$ cat config.mk
export PLATFORM = sky130hd
export DESIGN_NAME = issue_scheduler
export DESIGN_NICKNAME = d
export VERILOG_FILES = /design/src/rtl/issue_scheduler.sv
export SDC_FILE = /design/constraint.sdc
export NUM_CORES = 2
export LEC_CHECK = 0
export ABC_AREA = 0
export BUFFER_PORTS_ARGS = -buffer_cell sky130_fd_sc_hd__buf_2
export CORE_ASPECT_RATIO = 1.75
export CORE_MARGIN = 3
export CORE_UTILIZATION = 50
export CTS_BUF_LIST = sky130_fd_sc_hd__clkbuf_4
export DETAILED_ROUTE_END_ITERATION = 6
export GPL_TIMING_DRIVEN = 0
export PLACE_DENSITY = 0.68
export SYNTH_ARGS = -nofsm -noshare
export SYNTH_HDL_FRONTEND = slang
export SYNTH_SLANG_ARGS = --single-unit
$ cat constraint.sdc
create_clock -name clk -period 47.6 [get_ports clk]
set_input_delay 9.52 -clock clk [delete_from_list [all_inputs] [get_ports clk]]
set_output_delay 9.52 -clock clk [all_outputs]
set_load 0.02 [all_outputs]
$ cat src/rtl/issue_scheduler.sv
// Dual-issue dispatch queue between decode and the two execution pipes.
// Accepts up to two instructions per cycle and issues up to two in program order.
module issue_scheduler #(
  parameter int unsigned DEPTH     = 8,
  parameter int unsigned PAYLOAD_W = 128
) (
  input  logic                      clk,
  input  logic                      rst,
  input  logic                      flush,
  input  logic                      issue_stall,
  input  logic [1:0]                in_valid,
  input  logic [1:0][PAYLOAD_W-1:0] in_payload,
  input  logic [1:0]                in_reg_we,
  input  logic [1:0][4:0]           in_dest,
  input  logic [1:0][4:0]           in_src1,
  input  logic [1:0][4:0]           in_src2,
  input  logic [1:0][1:0]           in_src_used,
  input  logic [1:0]                in_is_mem,
  input  logic [1:0]                in_is_priv,
  output logic                      pause_req,
  output logic [1:0]                out_valid,
  output logic [1:0][PAYLOAD_W-1:0] out_payload
);

  localparam int unsigned PTR_W = $clog2(DEPTH);
  localparam int unsigned CNT_W = PTR_W + 1;
  localparam int unsigned REG_W = 5;

  typedef struct packed {
    logic [PAYLOAD_W-1:0] payload;
    logic                 reg_we;
    logic [REG_W-1:0]     dest;
    logic [REG_W-1:0]     src1;
    logic [REG_W-1:0]     src2;
    logic [1:0]           src_used;
    logic                 is_mem;
    logic                 is_priv;
  } entry_t;

  entry_t           q [DEPTH];
  entry_t           in_ent [2];
  entry_t           h0;
  entry_t           h1;
  logic [PTR_W-1:0] head;
  logic [PTR_W-1:0] tail;
  logic [CNT_W-1:0] count;
  logic             enq;
  logic             deq;
  logic             raw;
  logic             dual_ok;
  logic [1:0]       n_in;
  logic [1:0]       n_out;

  // Backpressure depends on the registered count only, so it never loops through decode.
  always_comb pause_req = (CNT_W'(DEPTH) - count) < CNT_W'(2);

  always_comb begin
    for (int s = 0; s < 2; s++) begin
      in_ent[s].payload  = in_payload[s];
      in_ent[s].reg_we   = in_reg_we[s];
      in_ent[s].dest     = in_dest[s];
      in_ent[s].src1     = in_src1[s];
      in_ent[s].src2     = in_src2[s];
      in_ent[s].src_used = in_src_used[s];
      in_ent[s].is_mem   = in_is_mem[s];
      in_ent[s].is_priv  = in_is_priv[s];
    end
  end

  // Pair selection on the two oldest entries; h1 is only meaningful when count >= 2.
  always_comb begin
    enq     = !flush && !pause_req;
    n_in    = enq ? (2'(in_valid[0]) + 2'(in_valid[1])) : 2'd0;
    h0      = q[head];
    h1      = q[head + PTR_W'(1)];
    raw     = h0.reg_we && (h0.dest != '0) &&
              ((h1.src_used[0] && (h1.src1 == h0.dest)) ||
               (h1.src_used[1] && (h1.src2 == h0.dest)));
    dual_ok = (count >= CNT_W'(2)) && !h0.is_priv && !h1.is_priv &&
              !(h0.is_mem && h1.is_mem) && !raw;
    deq     = !flush && !issue_stall && (count != '0);
    n_out   = 2'd0;
    if (deq) n_out = dual_ok ? 2'd2 : 2'd1;
  end

  // Entry storage needs no reset: validity is tracked by head/count.
  always_ff @(posedge clk) begin
    if (enq) begin
      if (in_valid[0]) q[tail]              <= in_ent[0];
      if (in_valid[1]) q[tail + PTR_W'(1)] <= in_ent[1];
    end
  end

  always_ff @(posedge clk) begin
    if (rst) begin
      head        <= '0;
      tail        <= '0;
      count       <= '0;
      out_valid   <= '0;
      out_payload <= '0;
    end else if (flush) begin
      head      <= '0;
      tail      <= '0;
      count     <= '0;
      out_valid <= '0;
    end else begin
      head  <= head + PTR_W'(n_out);
      tail  <= tail + PTR_W'(n_in);
      count <= count + CNT_W'(n_in) - CNT_W'(n_out);
      if (!issue_stall) begin
        out_valid      <= {n_out == 2'd2, n_out != 2'd0};
        out_payload[0] <= (n_out != 2'd0) ? h0.payload : '0;
        out_payload[1] <= (n_out == 2'd2) ? h1.payload : '0;
      end
    end
  end

  always_ff @(posedge clk) begin
    if (!rst && !flush) begin
      assert (32'(count) + 32'(n_in) <= DEPTH) else $error("issue_scheduler: queue overflow");
      assert (32'(n_out) <= 32'(count)) else $error("issue_scheduler: queue underflow");
    end
  end

endmodule
=== Yosys cells after proc, flatten, opt, wreduce, memory -nomap -nowiden ===
Memories as Yosys holds them, arrays and structs flattened. A register that Yosys moved wholly into a read port is not among the register bits.
Index checks and enable logic that the tools add are counted.

* Add/sub/neg operators: 8
* Reduce and logical (&&, ||, !) cells: 25
* Eq/ne operators: 3
* Order comparisons: 2
* Multiplexer cells: 12
* Bitwise operators: 2

{| class="wikitable"
|+ Operators by type and width
! operator !! count
|-
| $mux 128 || 2
|-
| $logic_and 1x1->1 || 12
|-
| $eq 5x5->1 || 2
|-
| $logic_not 1->1 || 7
|-
| $add 3x1->3 const B || 2
|-
| $add 3x2->3 || 2
|-
| $mux 1 || 6
|-
| $mux 2 || 3
|-
| $reduce_bool 5->1 || 1
|-
| $add 4x2->4 || 1
|-
| $ge 4x2->1 const B || 1
|-
| $lt 4x2->1 const B || 1
|-
| $reduce_bool 4->1 || 1
|-
| $sub 4x2->4 || 1
|-
| $sub 4x4->4 const A || 1
|-
| $mux 3 || 1
|-
| $add 1x1->2 || 1
|-
| $eq 2x2->1 const B || 1
|-
| $not 1->1 || 2
|-
| $reduce_and 2->1 || 1
|-
| $reduce_bool 2->1 || 1
|-
| $reduce_or 2->1 || 1
|-
| $logic_or 1x1->1 || 1
|}

* Word-level logic and storage cells: 59
* Memory bits (writable): 1184
* Output and inout port bits: 259
* Register bits after elaboration: 268
* Memories: 1
* Input port bits: 302

{| class="wikitable"
|+ Memory list
! name !! words !! width !! rd ports !! clocked after Yosys merged registers in !! wr ports !! RTL line !! RTL
|-
| q || 8 || 148 || 2 || 1 || 2 || 40 || <nowiki>entry_t q [DEPTH];</nowiki>
|}

=== Logic depth before layout (Yosys ltp) ===
An unclocked memory read counts as a cell.

* Depth in word-level cells: 12
* Depth in mapped cells: 21
* Gate-level depth less buffers: 15

=== Worst setup path before layout ===
Ideal clock, no wire load.

* Path type: input -> register
* Start: in flush
* End: mem q[0][0] (netlist bit) (enable)
* Arrival time: 20806 ps
* Data required time: 46726 ps
* Path buffers: 0
* Path slack: 25920 ps
* Setup time: 874 ps
* Stages: 3
* Cells stage by stage: nor2_1 nand3b_1 o31ai_1

{| class="wikitable"
|+ RTL lines
! what !! RTL line !! RTL
|-
| start, declared || 9 || <nowiki>input logic flush,</nowiki>
|-
| end, declared || 40 ||
|}

=== Worst setup path in the final report ===
* Start: in flush
* End: reg count[3]

* Longest elaborated chain between the ends: 5
* Elaborated cells between the ends (all ways): 9
* Classes of those cells: add/sub (2); mux (2); reduce/logical (5)

{| class="wikitable"
|+ RTL lines
! what !! RTL line !! RTL
|-
| $logic_not 1->1 || n/a ||
|-
| $logic_and 1x1->1 (on tied branches) || 72, 81 ||
|-
| $mux 2 / $logic_and 1x1->1 (equally long branches) || 73, 81 ||
|-
| $add 4x2->4 / $mux 2 (equally long branches) || 109, 83 ||
|-
| $sub 4x2->4 || 109 || <nowiki>count <= count + CNT_W'(n_in) - CNT_W'(n_out);</nowiki>
|-
| end signal, assigned || 109 ||
|-
| end, declared || 46 || <nowiki>logic [CNT_W-1:0] count;</nowiki>
|}

Parallel ways exist; a longest one is shown, timed or not.
A chain may end at the register's enable or synchronous reset.

==> impl_results.md <==
* Slew HR at -0.05585
* Global-route wire length before repair at 369.4 mm
* Leak pwr at ~30 nW
* Layout Nets at just over 6k
* Root Driver: clkbuf_4
* Worst path required time at approximately 49 ns
* Initial antenna violation count at between 90 and 100
* Clock-pin slew on the worst setup and hold paths at roughly 0.070 ns
* All-Layer GR Usage at 0.3251
* Inserted Clock Buffers at between 300 and 400
* Mapped Area at ~0.077 mm2
* Io pins at about 560
* Initial core utilization at 0.5046
* Avg Inst Size Synth at 16.06 um2
* Crit Path Max Fanout at 10
* Crit-path cells: buf_2 -> or2_0 -> a21o_1 -> clkbuf_1 -> clkbuf_2 -> clkbuf_1 -> nor3b_2 -> fa_1 -> inv_1 -> ha_1 -> a21o_1 -> a21oi_1 -> xnor2_1 -> nor2_1
* WHS Path Cells at 2
* Critical Path Start Type: input pin
* Failing checks: capacitance limit, slew limit
* Synth cell types at between 40 and 50
* Final Skew at just over 0.09 ns
* RSZ-0062 raised after global routing: no
* CTS Hold Bufs at 0
* Largest net degree at the start of global routing at 21
* DR pass1 iterations at 5
* Dpl hpwl at approximately 180 mm
* # setup viols final at 0
* Avg WL per Cell at ~32 um
* Vias/cell at approximately 6.3
* Buf/Inv on CP at 5
* Critical path arrival at about 14 ns
* Layout cell share with drive strength beyond 1 at 0.5475
* Via count at 50.97k
* Rows at 189
* Result of the run: finished with violations
* Die H at ~520 um
* CTS tree: yes
* Hold endpoint: out_payload[166]
* Most frequent cells in the layout: mux2_2, edfxtp_1, buf_2
* Synthesized flop and latch total at about 1.5k
* Final period util at 0.2656
* Final slew viol count at 30
* Post-DP Area at 0.08415 mm2
* Clk sinks at approximately 1.5k
* GPL Wtd Cong at 0.8423
* Port Buffers at 560
* # Max-Cap Violations at 3
* Min Tclk post-route at ~13 ns
* Syn nets at roughly 5.1k
* Peak supply drop at about 0.022 mV
* Top delay family on crit path: buffers and inverters
* H-tree depth at 5
* PD cells at between 30 and 40 mW/mm2
* Setup TNS at 0 ns
* R2R depth at 16
* Area Growth Syn to Fin at 15.81%
* CP Class: in2reg
* R2r setup slk at about 40 ns
* Type of the tightest min-delay check: reg2reg
* Synth Instances at 4778
* Fmax at 79.11 MHz
* Routed Antenna Nets at 0
* Cts repair resizes at 0
* Beginning of the worst hold path: out_payload[166]
* Vias in the first global route at about 54k
* Die area at ~0.16 mm2
* Warnings from Yosys at 0
* Commonest non-fill, non-tap cell in the layout: mux2_2
* CP Capture Type: flip-flop
* Die X at ~300 um
* Register area share after synthesis at 0.5333
* Total global routing overflow at 0
* Endpoints failing hold at 0
* Routed WL at approximately 260 mm
* Slowest cell on the critical path: clkbuf_2
* 1st-iter DRT viols at 4723
* R2r startpoint: head[1]
* Reg2reg end: count[3]
* Critical Path Max Stage Delay at roughly 0.74 ns
* Worst-Margin Slew at 1.584 ns
* Max Buffers Root-to-Sink at 4
* Setup bufs post-CTS at 0
* Core Footprint at ~0.15 mm2
* Final instance area at roughly 0.089 mm2
* Number of remaining DRC errors at 0
* Skew-Pair Late Insertion Delay at 1.21 ns
==> worst max path at each step <==
stage / from / end / slack, ns / cells after the start
floorplan: flush / q[0][0] / 25.92 / 3
global placement: flush / q[0][61] / 10.80 / 4
detailed placement: flush / count[3] / 33.88 / 14
CTS: flush / count[3] / 35.18 / 14
global route: flush / count[3] / 34.86 / 14
finish: flush / count[3] / 34.96 / 14
==> cell usage after synthesis (all sizes together) <==
| cell | n | area share |
|---|---|---|
| nor2b | 3 | 0.00024 |
| or3 | 3 | 0.00024 |
| nand2 | 139 | 0.0068 |
| and2 | 5 | 0.00041 |
| o22ai | 4 | 0.00033 |
| xor2 | 17 | 0.0019 |
| a311oi | 1 | 0.00011 |
| a22oi | 1 | 0.000098 |
| o211a | 1 | 0.00013 |
| buf | 247 | 0.018 |
| a211oi | 2 | 0.00020 |
| mux2 | 1312 | 0.19 |
| nand3 | 132 | 0.014 |
| fa | 4 | 0.0010 |
| a21oi | 136 | 0.0089 |
| ha | 12 | 0.0020 |
| edfxtp | 1184 | 0.46 |
| a32oi | 2 | 0.00023 |
| nor3 | 1 | 0.000065 |
| or2 | 2 | 0.00016 |
| xnor2 | 10 | 0.0011 |
| a21o | 2 | 0.00020 |
| clkbuf | 142 | 0.0069 |
| nand4 | 4 | 0.00033 |
| o21a | 1 | 0.000098 |
| o21ai | 134 | 0.012 |
| nor2 | 271 | 0.013 |
| nor4 | 2 | 0.00016 |
| mux2i | 159 | 0.021 |
| nand2b | 2 | 0.00016 |
| o21bai | 1 | 0.000098 |
| or4 | 2 | 0.00020 |
| mux4 | 556 | 0.16 |
| nor3b | 1 | 0.00016 |
| dfxtp | 268 | 0.070 |
| o31ai | 2 | 0.00020 |
| nand3b | 2 | 0.00020 |
| inv | 11 | 0.00054 |
==> layout make-up <==
cell class	instances	area, um2
clock inverters	95	539.3
multi-input cells	2926	33930
fillers	12090	63190
clock buffers	535	4016
repair buffers	647	4792
inverters	11	41.29
plain buffers	389	1956
flip-flops and latches	1452	40920
well taps	2005	2509
diodes	64	160.2
==> registers in the layout, summed over array words and instances, names as in the netlist <==
signal,count
out_valid,2
count,4
q,1184
tail,3
head,3
out_payload,256
==> per-stage QoR <==
step | total power [mW] | hold WS, ns | std cells | worst slack, ns | utilization
finish | 2.979 | 0.4412 | 8124 | 34.96 | 0.5844
global route | 3.084 | 0.4632 | 8081 | 34.86 | 0.5837
CTS | 2.993 | 0.4471 | 8060 | 35.18 | 0.5834
detailed placement | 1.930 | 0.4380 | 7430 | 33.88 | 0.5534
global placement | 1.939 | 0.4294 | 7343 | 10.80 | 0.5395
floorplan | 1.766 | 0.5231 | 4778 | 25.92 | -
==> worst reg2reg max path: cells and delay by family (launching register included) <==
family / cells / cell delay, ns
simple gates: 2 / 0.20
fa+ha+maj: 3 / 1.24
buf+inv: 4 / 1.13
flops: 1 / 0.54
xor+xnor: 2 / 1.35
compound gates: 5 / 1.96
==> where the power goes <==
| group | total (mW) | switching [mW] | leakage [nW] | internal [mW] |
|---|---|---|---|---|
| combinational | 0.450 | 0.248 | 14.2 | 0.202 |
| sequential | 1.46 | 0.0234 | 12.9 | 1.43 |
| clock | 1.07 | 0.528 | 2.73 | 0.545 |
| total | 2.98 | 0.799 | 29.9 | 2.18 |
==> cells by family after synthesis <==
family,count (synthesis),synth area share
AOI/OAI and AO/OA,287,0.02208
xor gates and xnor gates,27,0.003082
adders and majority gates,16,0.003000
buffers and inverters,400,0.02586
DFF,1452,0.5333
muxes,2027,0.3767
and+or+nand+nor,569,0.03602
==> per-layer routing <==
metal	vias to the layer above	wire length, um	GRT usage
li1	21410	-	-
met1	25940	89410	0.3759
met2	2772	130200	0.5554
met3	781	27170	0.09710
met4	72	12540	0.1497
met5	-	538	0
Note: power is estimated with default switching activity, not from simulation.
